File: src/rtl/image_sequencer.sv
// Button/auto driven image index sequencer; index changes commit only on a V_sync falling edge.
// Optional auto-advance is compiled in with `define IMG_SEQ_AUTO_EN.

module img_seq_debounce #(
  parameter int DEBOUNCE_CYCLES = 1000000
) (
  input  logic CLK,
  input  logic init,
  input  logic raw,
  output logic rise
);
  localparam int CW = (DEBOUNCE_CYCLES < 2) ? 1 : $clog2(DEBOUNCE_CYCLES + 1);

  logic [1:0]    sync;
  logic          level, level_q;
  logic [CW-1:0] cnt;

  // Level flips only after DEBOUNCE_CYCLES consecutive disagreeing samples
  always_ff @(posedge CLK or negedge init) begin
    if (!init) begin
      sync    <= '0;
      level   <= 1'b0;
      level_q <= 1'b0;
      cnt     <= '0;
    end else begin
      sync    <= {sync[0], raw};
      level_q <= level;
      if (sync[1] != level) begin
        if (cnt == CW'(DEBOUNCE_CYCLES - 1)) begin
          level <= sync[1];
          cnt   <= '0;
        end else begin
          cnt <= cnt + CW'(1);
        end
      end else begin
        cnt <= '0;
      end
    end
  end

  assign rise = level & ~level_q;
endmodule

module image_sequencer #(
  parameter int NUM_IMAGES      = 3,
  parameter int DEBOUNCE_CYCLES = 1000000,
  parameter int AUTO_FRAMES     = 180
) (
  input  logic       CLK,
  input  logic       init,
  input  logic       btn_next,
  input  logic       btn_prev,
  input  logic       auto_mode,
  input  logic       V_sync,
  output logic [2:0] num,
  output logic       pending
);
  localparam int NB = 2;

  typedef enum logic {IDLE, WAIT_FRAME} state_t;

  state_t          state;
  logic [2:0]      target, t_step;
  logic [NB-1:0]   btn_raw, btn_rise;
  logic [1:0]      vs_sync;
  logic            vs_prev, frame;
  logic            manual_req, auto_req, step_next, step_prev, accept;

  assign btn_raw = {btn_prev, btn_next};

  generate
    for (genvar b = 0; b < NB; b++) begin : g_btn
      img_seq_debounce #(.DEBOUNCE_CYCLES(DEBOUNCE_CYCLES)) u_db (
        .CLK  (CLK),
        .init (init),
        .raw  (btn_raw[b]),
        .rise (btn_rise[b])
      );
    end
  endgenerate

  always_ff @(posedge CLK or negedge init) begin
    if (!init) begin
      vs_sync <= '0;
      vs_prev <= 1'b0;
    end else begin
      vs_sync <= {vs_sync[0], V_sync};
      vs_prev <= vs_sync[1];
    end
  end

  assign frame      = ~vs_sync[1] & vs_prev;
  assign manual_req = |btn_rise;

`ifdef IMG_SEQ_AUTO_EN
  localparam int FW = (AUTO_FRAMES < 2) ? 1 : $clog2(AUTO_FRAMES + 1);

  logic [1:0]    auto_sync;
  logic [FW-1:0] frame_cnt;

  assign auto_req = (state == IDLE) && auto_sync[1] && frame &&
                    (frame_cnt == FW'(AUTO_FRAMES - 1));

  always_ff @(posedge CLK or negedge init) begin
    if (!init) begin
      auto_sync <= '0;
      frame_cnt <= '0;
    end else begin
      auto_sync <= {auto_sync[0], auto_mode};
      if (manual_req || !auto_sync[1] || state != IDLE)
        frame_cnt <= '0;
      else if (frame)
        frame_cnt <= auto_req ? '0 : frame_cnt + FW'(1);
    end
  end
`else
  logic auto_unused;
  assign auto_unused = auto_mode;
  assign auto_req    = 1'b0;
`endif

  // Simultaneous next and prev cancel each other
  assign step_next = btn_rise[0] | auto_req;
  assign step_prev = btn_rise[1];
  assign accept    = step_next ^ step_prev;

  always_comb begin
    t_step = target;
    if (step_next)
      t_step = (target == 3'(NUM_IMAGES - 1)) ? 3'd0 : target + 3'd1;
    else if (step_prev)
      t_step = (target == 3'd0) ? 3'(NUM_IMAGES - 1) : target - 3'd1;
  end

  always_ff @(posedge CLK or negedge init) begin
    if (!init) begin
      state   <= IDLE;
      target  <= '0;
      num     <= '0;
      pending <= 1'b0;
    end else begin
      if (accept) target <= t_step;
      case (state)
        IDLE: begin
          if (accept) begin
            state   <= WAIT_FRAME;
            pending <= 1'b1;
          end
        end
        WAIT_FRAME: begin
          // A request landing on the boundary is folded into this commit
          if (frame) begin
            num     <= accept ? t_step : target;
            state   <= IDLE;
            pending <= 1'b0;
          end
        end
        default: state <= IDLE;
      endcase
    end
  end
endmodule

File: config.mk
export PLATFORM = sky130hd
export DESIGN_NAME = image_sequencer
export DESIGN_NICKNAME = d
export VERILOG_FILES = /design/src/rtl/image_sequencer.sv
export SDC_FILE = /design/constraint.sdc
export NUM_CORES = 1
export LEC_CHECK = 0
export ABC_AREA = 1
export CORE_MARGIN = 2
export CORE_UTILIZATION = 45
export CTS_BUF_LIST = sky130_fd_sc_hd__clkbuf_4
export DETAILED_ROUTE_END_ITERATION = 7
export SLEW_MARGIN = 20
export SYNTH_ARGS = -nofsm -noshare
export SYNTH_HDL_FRONTEND = slang
export SYNTH_HIERARCHICAL = 1
export SYNTH_SLANG_ARGS = --single-unit
File: constraint.sdc
create_clock -name CLK -period 1.39 [get_ports CLK]
set_clock_uncertainty 0.05 [all_clocks]
set_input_delay 0.278 -clock CLK [delete_from_list [all_inputs] [get_ports CLK]]
set_output_delay 0.278 -clock CLK [all_outputs]
set_load 0.02 [all_outputs]
After elaboration in Yosys (flattened, before gate mapping)
Cells that the tools add are included.
Operators by class
  add/sub/neg operators: 4
  equal/unequal tests: 7
  multiplexer cells: 15
  bitwise operators: 8
  reductions and logical operators: 5
Operators with widths (number)
  two-way mux 20 bit: 4
  adder 20 x 1 -> 20 bit, second input constant: 2
  equality test 20 bit, second input constant: 2
  two-way mux 3 bit: 5
  AND reduction 2 bit: 4
  two-way mux 1 bit: 4
  inverter 1 bit: 4
  one-hot mux 1 bit (2 select lines): 2
  adder 3 x 1 -> 3 bit, second input constant: 1
  bitwise AND 1 bit: 3
  equality test 3 x 2 -> 1 bit, second input constant: 1
  logical NOT 3 bit: 1
  subtractor 3 x 1 -> 3 bit, second input constant: 1
  != test 1 bit: 2
  != test 2 x 1 -> 1 bit, second input constant: 1
  != test 2 bit, second input constant: 1
  XOR 1 bit: 1
Word-level totals
  register bits: 59
  input bits: 6
  output and inout port bits: 4

Longest topological paths before layout
Gate-level depths: netlist of the first run.
  word-level depth: 5
  depth in mapped cells: 10

Cells and area by module
The synthesis of the first run kept the hierarchy.
By module, submodules not included
  img_seq_debounce: instances 2, cells each 163, area an instance 1326.3 sq um, seq. area each 600.6 sq um
  image_sequencer: instances 1, cells each 71, area an instance 590.6 sq um, seq. area each 275.3 sq um

Worst setup path before layout of the first run
OpenSTA, ideal clock, no wires.
  kind: reg-to-reg
  start: register g_btn[0].u_db.level
  end: register num[1]
  arrival: 1200 ps
  setup slack: 24 ps
  stages on the path, launching flop included: 9
  period minus slack after synthesis: 1366 ps
  cell sequence: dfrtp_1 inv_1 nor2_1 nand2_1 nand2_2 nand3b_4 nand2_2 nand2_1 nand2_1
On the way
  longest elaborated chain between the ends: 3
  elaborated cells between the ends (all ways): 4
  classes of those cells: 2 x mux; 2 x bitwise
RTL lines
  start, declared: line 15  | logic level, level_q;
  start signal, assigned: line 30  | level <= sync[1];
  bitwise AND 1 bit (*): line 41  | assign rise = level & ~level_q;
  named net step_next: line 67  | logic manual_req, auto_req, step_next, step_prev, accept;
  two-way mux 3 bit / XOR 1 bit (equally long branches): line 129, 125
  two-way mux 3 bit (*): line 153  | num <= accept ? t_step : target;
  end signal, assigned: line 153
  end, declared: line 55  | output logic [2:0] num,
Mark *: on every way through the listed nets, which the timed path passes. The rest lies on a longest branch.
A chain may end at the register's enable or synchronous reset.

Final worst setup path of the first run
  start: register g_btn[0].u_db.cnt[1]
  end: register g_btn[0].u_db.cnt[9]
On the way
  longest elaborated chain between the ends: 3
  elaborated cells between the ends (all ways): 4
  classes of those cells: 1 x add/sub; 1 x eq/ne; 2 x mux
RTL lines
  start, declared: line 16  | logic [CW-1:0] cnt;
  start signal, assigned: line 33  | cnt <= cnt + CW'(1);
  adder 20 x 1 -> 20 bit / equality test 20 bit (equally long branches): line 33, 29
  two-way mux 20 bit (*): line 29  | if (cnt == CW'(DEBOUNCE_CYCLES - 1)) begin
  two-way mux 20 bit (*): line 28  | if (sync[1] != level) begin
Mark *: on every way between the ends. The rest lies on a longest branch, timed or not.

==> flow_summary.toml, run 1 <==
[clock_network]
htree_levels = 3
clock_latency_ns = 0.41
clockRootBuffer = "clkbuf_4"
cts_tree = "done"
clk_pin_slew_ns = 0.12
clk_path_buf_depth = 2
cts_sinks = 59
numCtsBuffers = 9

[die]
rows = 30
io_pins = 10
die_h_um = 88.9
start_util_pct = 47.2
die_w_um = 88.9
dieArea_um2 = 7900
coreArea_um2 = 6870

[logic_synthesis]
synthTopCellsByArea = "dfrtp_1, nor2_1, nand2_1"
synth_fp_nets = 410
synth_edf_count = 0
synth-main-ff-cell = "dfrtp_1"
synth_top_area_share_pct = 45.5
ys_ff_latch = 59
yosysMostFrequentCell = "nor2_1"
avgSynthCellArea_um2 = 8.17
yosysUniqueCellTypes = 23
synth_area_um2 = 3240
synth.yosys.seq_area_share_pct = 45.5
synthArstFlopShare_pct = 100
synth-warning-count = 6
synthCells = 397
synth_top_cells_by_count = "nor2_1, nand2_1, dfrtp_1, inv_1, nand3_1"
netlist.top_cell.by_area = "dfrtp_1"

[routing]
drc = 0
wl_mm = 6.97
drt_iter0_drc = 53
dr_total_vias = 2643
post_drt_wl_per_cell_um = 12.7
drtPass1Iterations = 4
ant_nets = 0
vias_per_cell = 4.83

[grt]
grt-ovfl-total = 0
grt_pass1_vias = 2520
grt_use_total_pct = 19.1
grt_max_degree = 60
antenna_found_initial = 0
grt_pass1_wl_mm = 11.5

[power]
ir_drop_mv = 0.453
power_density_nw_per_um2 = 803
power.leakage_nw = 1.86
power.total_mw = 3.38

[worst_setup_path]
worstPathMaxFanout = 7
crit_arrival_ns = 1.66
worstSetupEndpointType = "flop"
startpoint_type = "flop"
crit_type = "flop to flop"
crit_required_ns = 1.65

[timing]
fmax_ghz = 0.716
worst_pin_slew_ns = 0.315
setup_ws_ns = -0.00608
hold_violations = 0
slew_headroom_pct = 79.0
rsz0062_at_grt = "yes"
fin_crit_ns = 1.40
setup-tns-final_ns = -0.00608
period_share_pct = 100
setup_viol = 1
slew_violations = 0

[placement]
gp_congestion = 0.835
port_buffers = 8
hpwl_mm = 4.60

[finish]
diodes = 0
layout.nets = 459
area_delta_synth_final_pct = 29.8
drive_above_1_share_pct = 35.9
fillers = 592

[worst_hold_path]
hold_class = "input port to flop"

[status]
status = "complete, but fails checks"
violations = "negative setup slack"

[job]
drv_cap = 0
[final timing paths]
check                      slack, ns                     to  cells after the start             startpoint
setup / recovery              -0.006   g_btn[0].u_db/cnt[9]                      6   g_btn[0].u_db/cnt[1]
hold / removal                  0.24  g_btn[0].u_db/sync[0]                      1               btn_next
setup reg to reg              -0.006   g_btn[0].u_db/cnt[9]                      6   g_btn[0].u_db/cnt[1]
hold reg to reg                 0.31  g_btn[1].u_db/sync[1]                      0  g_btn[1].u_db/sync[0]
max in group asynchronous       0.67  g_btn[0].u_db/cnt[11]                      3                   init
min in group asynchronous       0.34   g_btn[0].u_db/cnt[8]                      3                   init
[state kept, by name, indices dropped and copies added (netlist names)]
| name | count |
|---|---|
| g_btn.u_db/cnt | 40 |
| g_btn.u_db/sync | 4 |
| num | 3 |
| target | 3 |
| g_btn.u_db/level | 2 |
| g_btn.u_db/level_q | 2 |
| vs_sync | 2 |
| pending | 1 |
| state | 1 |
| vs_prev | 1 |
[worst max-delay path, cell delays in order (launching register included)]
cell and delay, ns:
dfrtp_1 0.43, ha_4 0.19, nand3_4 0.09, nor2_4 0.19, nand3_2 0.13, nand2_4 0.16
nor2_1 0.06
[timing repair]
action	in CTS	in global routing
resized for setup	39	72
pin swaps	12	22
hold buffers	1	0
setup endpoints to repair	27	39
buffers inserted	1	9
hold endpoints to repair	59	0
[metal layers]
| metal | GRT usage, % | vias up | share of wire, % |
|---|---|---|---|
| met3 | 6.09 | 9 | 2.9 |
| met4 | 5.23 | 0 | 1.1 |
| met5 | 0 | - | 0 |
| li1 | - | 1355 | - |
| met1 | 24.5 | 1245 | 45 |
| met2 | 31.4 | 34 | 51 |
[cell type report]
cell class                 instances  area, um2  share of cell area, %
multi-input combinational        296       1960                   46.6
sequential                        59       1480                   35.2
timing repair buffer              38        318                   7.55
inverter                          42        160                   3.80
tap                               96        120                   2.85
clock inverter                     7       98.8                   2.35
clock buffer                       9       67.6                   1.60
[kinds of logic (layout without fill, tap and decap cells)]
| family | count (synthesis) | in the layout | share of synthesized area [%] |
|---|---|---|---|
| compound gates | 16 | 16 | 2.47 |
| xor+xnor | 20 | 20 | 5.86 |
| fa+ha+maj | 7 | 7 | 2.70 |
| buf+inv | 42 | 96 | 4.86 |
| flops | 59 | 59 | 45.5 |
| simple gates | 253 | 253 | 38.6 |
[metrics by stage]
step | cell area (um2) | cells | utilization, % | worst slack [ns] | hold slack (ns)
floorplan | 3240 | 397 | - | 0.0241 | -0.0676
global placement | 3600 | 521 | 52.4 | -0.0891 | 0.256
detailed placement | 3600 | 521 | 52.4 | -0.113 | 0.260
CTS | 3860 | 538 | 56.3 | 0.00154 | 0.216
global route | 4210 | 547 | 61.3 | -0.119 | 0.201
finish | 4210 | 547 | 61.3 | -0.00608 | 0.243
[where the power goes]
part	leakage (nW)	total (mW)	switching [mW]	internal [mW]
combinational	0.978	0.175	0.103	0.0720
sequential	0.795	1.77	0.0285	1.74
clock	0.0869	1.44	0.699	0.741
total	1.86	3.38	0.830	2.55
[cell usage in the layout, fill, tap and decap left out, drive strengths merged, types with 4 or more instances in the layout]
master,instances
clkbuf,9
nand2,94
dfrtp,59
ha,7
o21ai,9
nor3,6
xor2,16
nand4,9
nor2,103
inv,44
a21oi,7
xnor2,4
nand3,32
buf,34
nor3b,4
No activity file was read; power rests on OpenSTA's default activity.
==> inputs of run 2 (changes only) <==
- ABC_AREA: 1 -> unset
==> run 2 against run 1 <==
The run still ends with negative setup slack left; routed wire length fell by 17%; non-clock buffer count grew 55; sequential power about the same; synthesized cell count down 34%; register-to-register slack got worse by 0.34 ns; via count is 13% lower; sequential share of layout area rose by 2.0 points; synthesized area is 13% lower; core utilization up 5.0 points; die area down 12%.
==> flow_summary.toml, run 2 <==
[timing]
slew_violations = 0
hold_violations = 0
worst_pin_slew_ns = 0.387
fmax_ghz = 0.577
slew_headroom_pct = 74.1
fin_crit_ns = 1.73
rsz0062_at_grt = "yes"
setup_viol = 44
setup_ws_ns = -0.343
period_share_pct = 125

[finish]
drive_above_1_share_pct = 45.5
layout_common_cells = "buf_4, dfrtp_1, nor2_1"
largest_reg_flops = 40
layout_commonest_cell = "buf_4"
top_regs = "g_btn.u_db/cnt: 40 flops, g_btn.u_db/sync: 4 flops"
layout.nets = 373
area_delta_synth_final_pct = 40.7
largest_register = "g_btn.u_db/cnt"
diodes = 0
fillers = 494
fin_util_pct = 66.3

[die]
coreArea_um2 = 5990
start_util_pct = 47.2
die_w_um = 83.2
io_pins = 10
rows = 28
die_h_um = 83.2
dieArea_um2 = 6930

[logic_synthesis]
yosysMostFrequentCell = "dfrtp_1"
synthArstFlopShare_pct = 100
netlist.top_cell.by_area = "dfrtp_1"
ys_ff_latch = 59
avgSynthCellArea_um2 = 10.8
synth_edf_count = 0
synth-warning-count = 6
synth_top_area_share_pct = 52.3
synthTopCellsByArea = "dfrtp_1, xor2_1, nor2_1"
synth.yosys.seq_area_share_pct = 52.3
synthCells = 262
synth_fp_nets = 275
synth_top_cells_by_count = "dfrtp_1, nor2_1, nand2_1, xor2_1"
synth_area_um2 = 2830
synth-main-ff-cell = "dfrtp_1"
yosysUniqueCellTypes = 33

[grt]
grt_max_degree = 60
grt_pass1_wl_mm = 10.1
grt_pass1_vias = 2296
grt_use_total_pct = 18.0
grt-ovfl-total = 0
antenna_found_initial = 0

[worst_setup_path]
r2r-start = "g_btn[0].u_db/cnt[18]"
timing.reg2reg.setup_slack_ns = -0.34
crit_required_ns = 1.61
worstSetupEndpointType = "flop"
crit_arrival_ns = 1.95
crit_type = "flop to flop"
worstPathMaxFanout = 3
startpoint_type = "flop"
worstRegToRegCells = 4
r2r-end = "g_btn[0].u_db/level"

[clock_network]
numCtsBuffers = 9
htree_levels = 3
clk_path_buf_depth = 2
clockRootBuffer = "clkbuf_4"
clk_pin_slew_ns = 0.10
cts_sinks = 59
clock_latency_ns = 0.38
cts_tree = "done"

[status]
status = "complete, but fails checks"
violations = "negative setup slack"

[worst_hold_path]
worstHoldStart = "btn_next"
hold_class = "input port to flop"
min_to = "g_btn[0].u_db/sync[0]"
worstHoldPathCells = 1

[routing]
ant_nets = 0
drc = 0
dr_total_vias = 2288
post_drt_wl_per_cell_um = 13.2
drtPass1Iterations = 4
wl_mm = 5.81
drt_iter0_drc = 77
vias_per_cell = 5.20

[placement]
port_buffers = 8
hpwl_mm = 4.06
gp_congestion = 0.779

[power]
ir_drop_mv = 0.575
power.leakage_nw = 1.79
power.total_mw = 2.94
power_density_nw_per_um2 = 740

[job]
drv_cap = 0
-- run 2: cell types whose count changed after synthesis, moves of 10 or more --
cell | previous run | this run
nor2_1 | 78 | 30
nor2_2 | 18 | 0
or3_1 | 0 | 10
inv_1 | 39 | 5
nand3_1 | 28 | 14
nand2_2 | 20 | 0
nand2_1 | 74 | 19
-- run 2: logic make-up after synthesis --
kind of cell	Yosys count	share of synthesized area (%)
mux	7	2.66
fa+ha+maj	7	3.10
flops	59	52.3
buf+inv	11	1.73
simple gates	116	23.3
xor+xnor	27	8.37
compound gates	35	8.59
-- run 2: worst max path at each step --
stage,start,endpoint,slack (ns),depth (start not counted)
2_1_floorplan,g_btn[0].u_db/cnt[12],g_btn[0].u_db/level,-0.33,4
3_3_place_gp,g_btn[0].u_db/cnt[11],g_btn[0].u_db/level,-0.32,4
3_5_place_dp,g_btn[0].u_db/cnt[1],g_btn[0].u_db/cnt[18],-0.34,5
4_1_cts,g_btn[0].u_db/cnt[12],g_btn[0].u_db/level,-0.34,4
5_1_grt,g_btn[0].u_db/cnt[7],g_btn[0].u_db/level,-0.44,4
6_report,g_btn[0].u_db/cnt[18],g_btn[0].u_db/level,-0.34,4
-- run 2: cell type report --
| cell class | instances | area [um2] | share of cell area (%) |
|---|---|---|---|
| multi-input cells | 192 | 1530 | 38.6 |
| flip-flops and latches | 59 | 1480 | 37.2 |
| repair buffers | 93 | 738 | 18.6 |
| well taps | 75 | 93.8 | 2.36 |
| clock buffers | 11 | 82.6 | 2.08 |
| clock inverters | 5 | 30.0 | 0.756 |
| inverters | 5 | 18.8 | 0.472 |
-- run 2: power breakdown --
part           total (mW)  internal [mW]  switching, mW
clock                1.01          0.399          0.609
combinational       0.174         0.0840         0.0895
sequential           1.76           1.74         0.0190
total                2.94           2.22          0.718
-- run 2: through the flow --
| step | setup TNS [ns] | instance area (um2) | setup WS, ns | hold WS, ns | std cells |
|---|---|---|---|---|---|
| finish | -11.68 | 3970 | -0.343 | 0.283 | 440 |
| global route | -15.23 | 3970 | -0.440 | 0.264 | 440 |
| CTS | -10.34 | 3850 | -0.342 | 0.250 | 435 |
| detailed placement | -9.04 | 3640 | -0.341 | 0.258 | 415 |
| global placement | -8.79 | 3640 | -0.323 | 0.255 | 415 |
| floorplan | -7.86 | 2950 | -0.331 | -0.0676 | 262 |
-- run 2: repair_timing --
item / 4_1_cts / 5_1_grt
endpoints found under the hold margin: 59 / 0
setup buffers: 2 / 5
hold buffers: 1 / 0
setup endpoints to repair: 48 / 49
cloned: 1 / 0
gates resized for setup: 40 / 28
pin swaps: 5 / 7
-- run 2: metal layers --
metal  GRT usage [%]  vias up  wire (um)
li1                -     1130          -
met1            24.3     1121       2840
met2            28.4       31       2760
met3            3.68        6        149
met4            7.30        0         69
met5               0        -          0
-- run 2: critical path, stage by stage (launching register included) --
cell	delay (ns)
dfrtp_1	0.39
and3_1	0.22
nand4b_1	0.22
or4_4	0.47
mux2_2	0.28
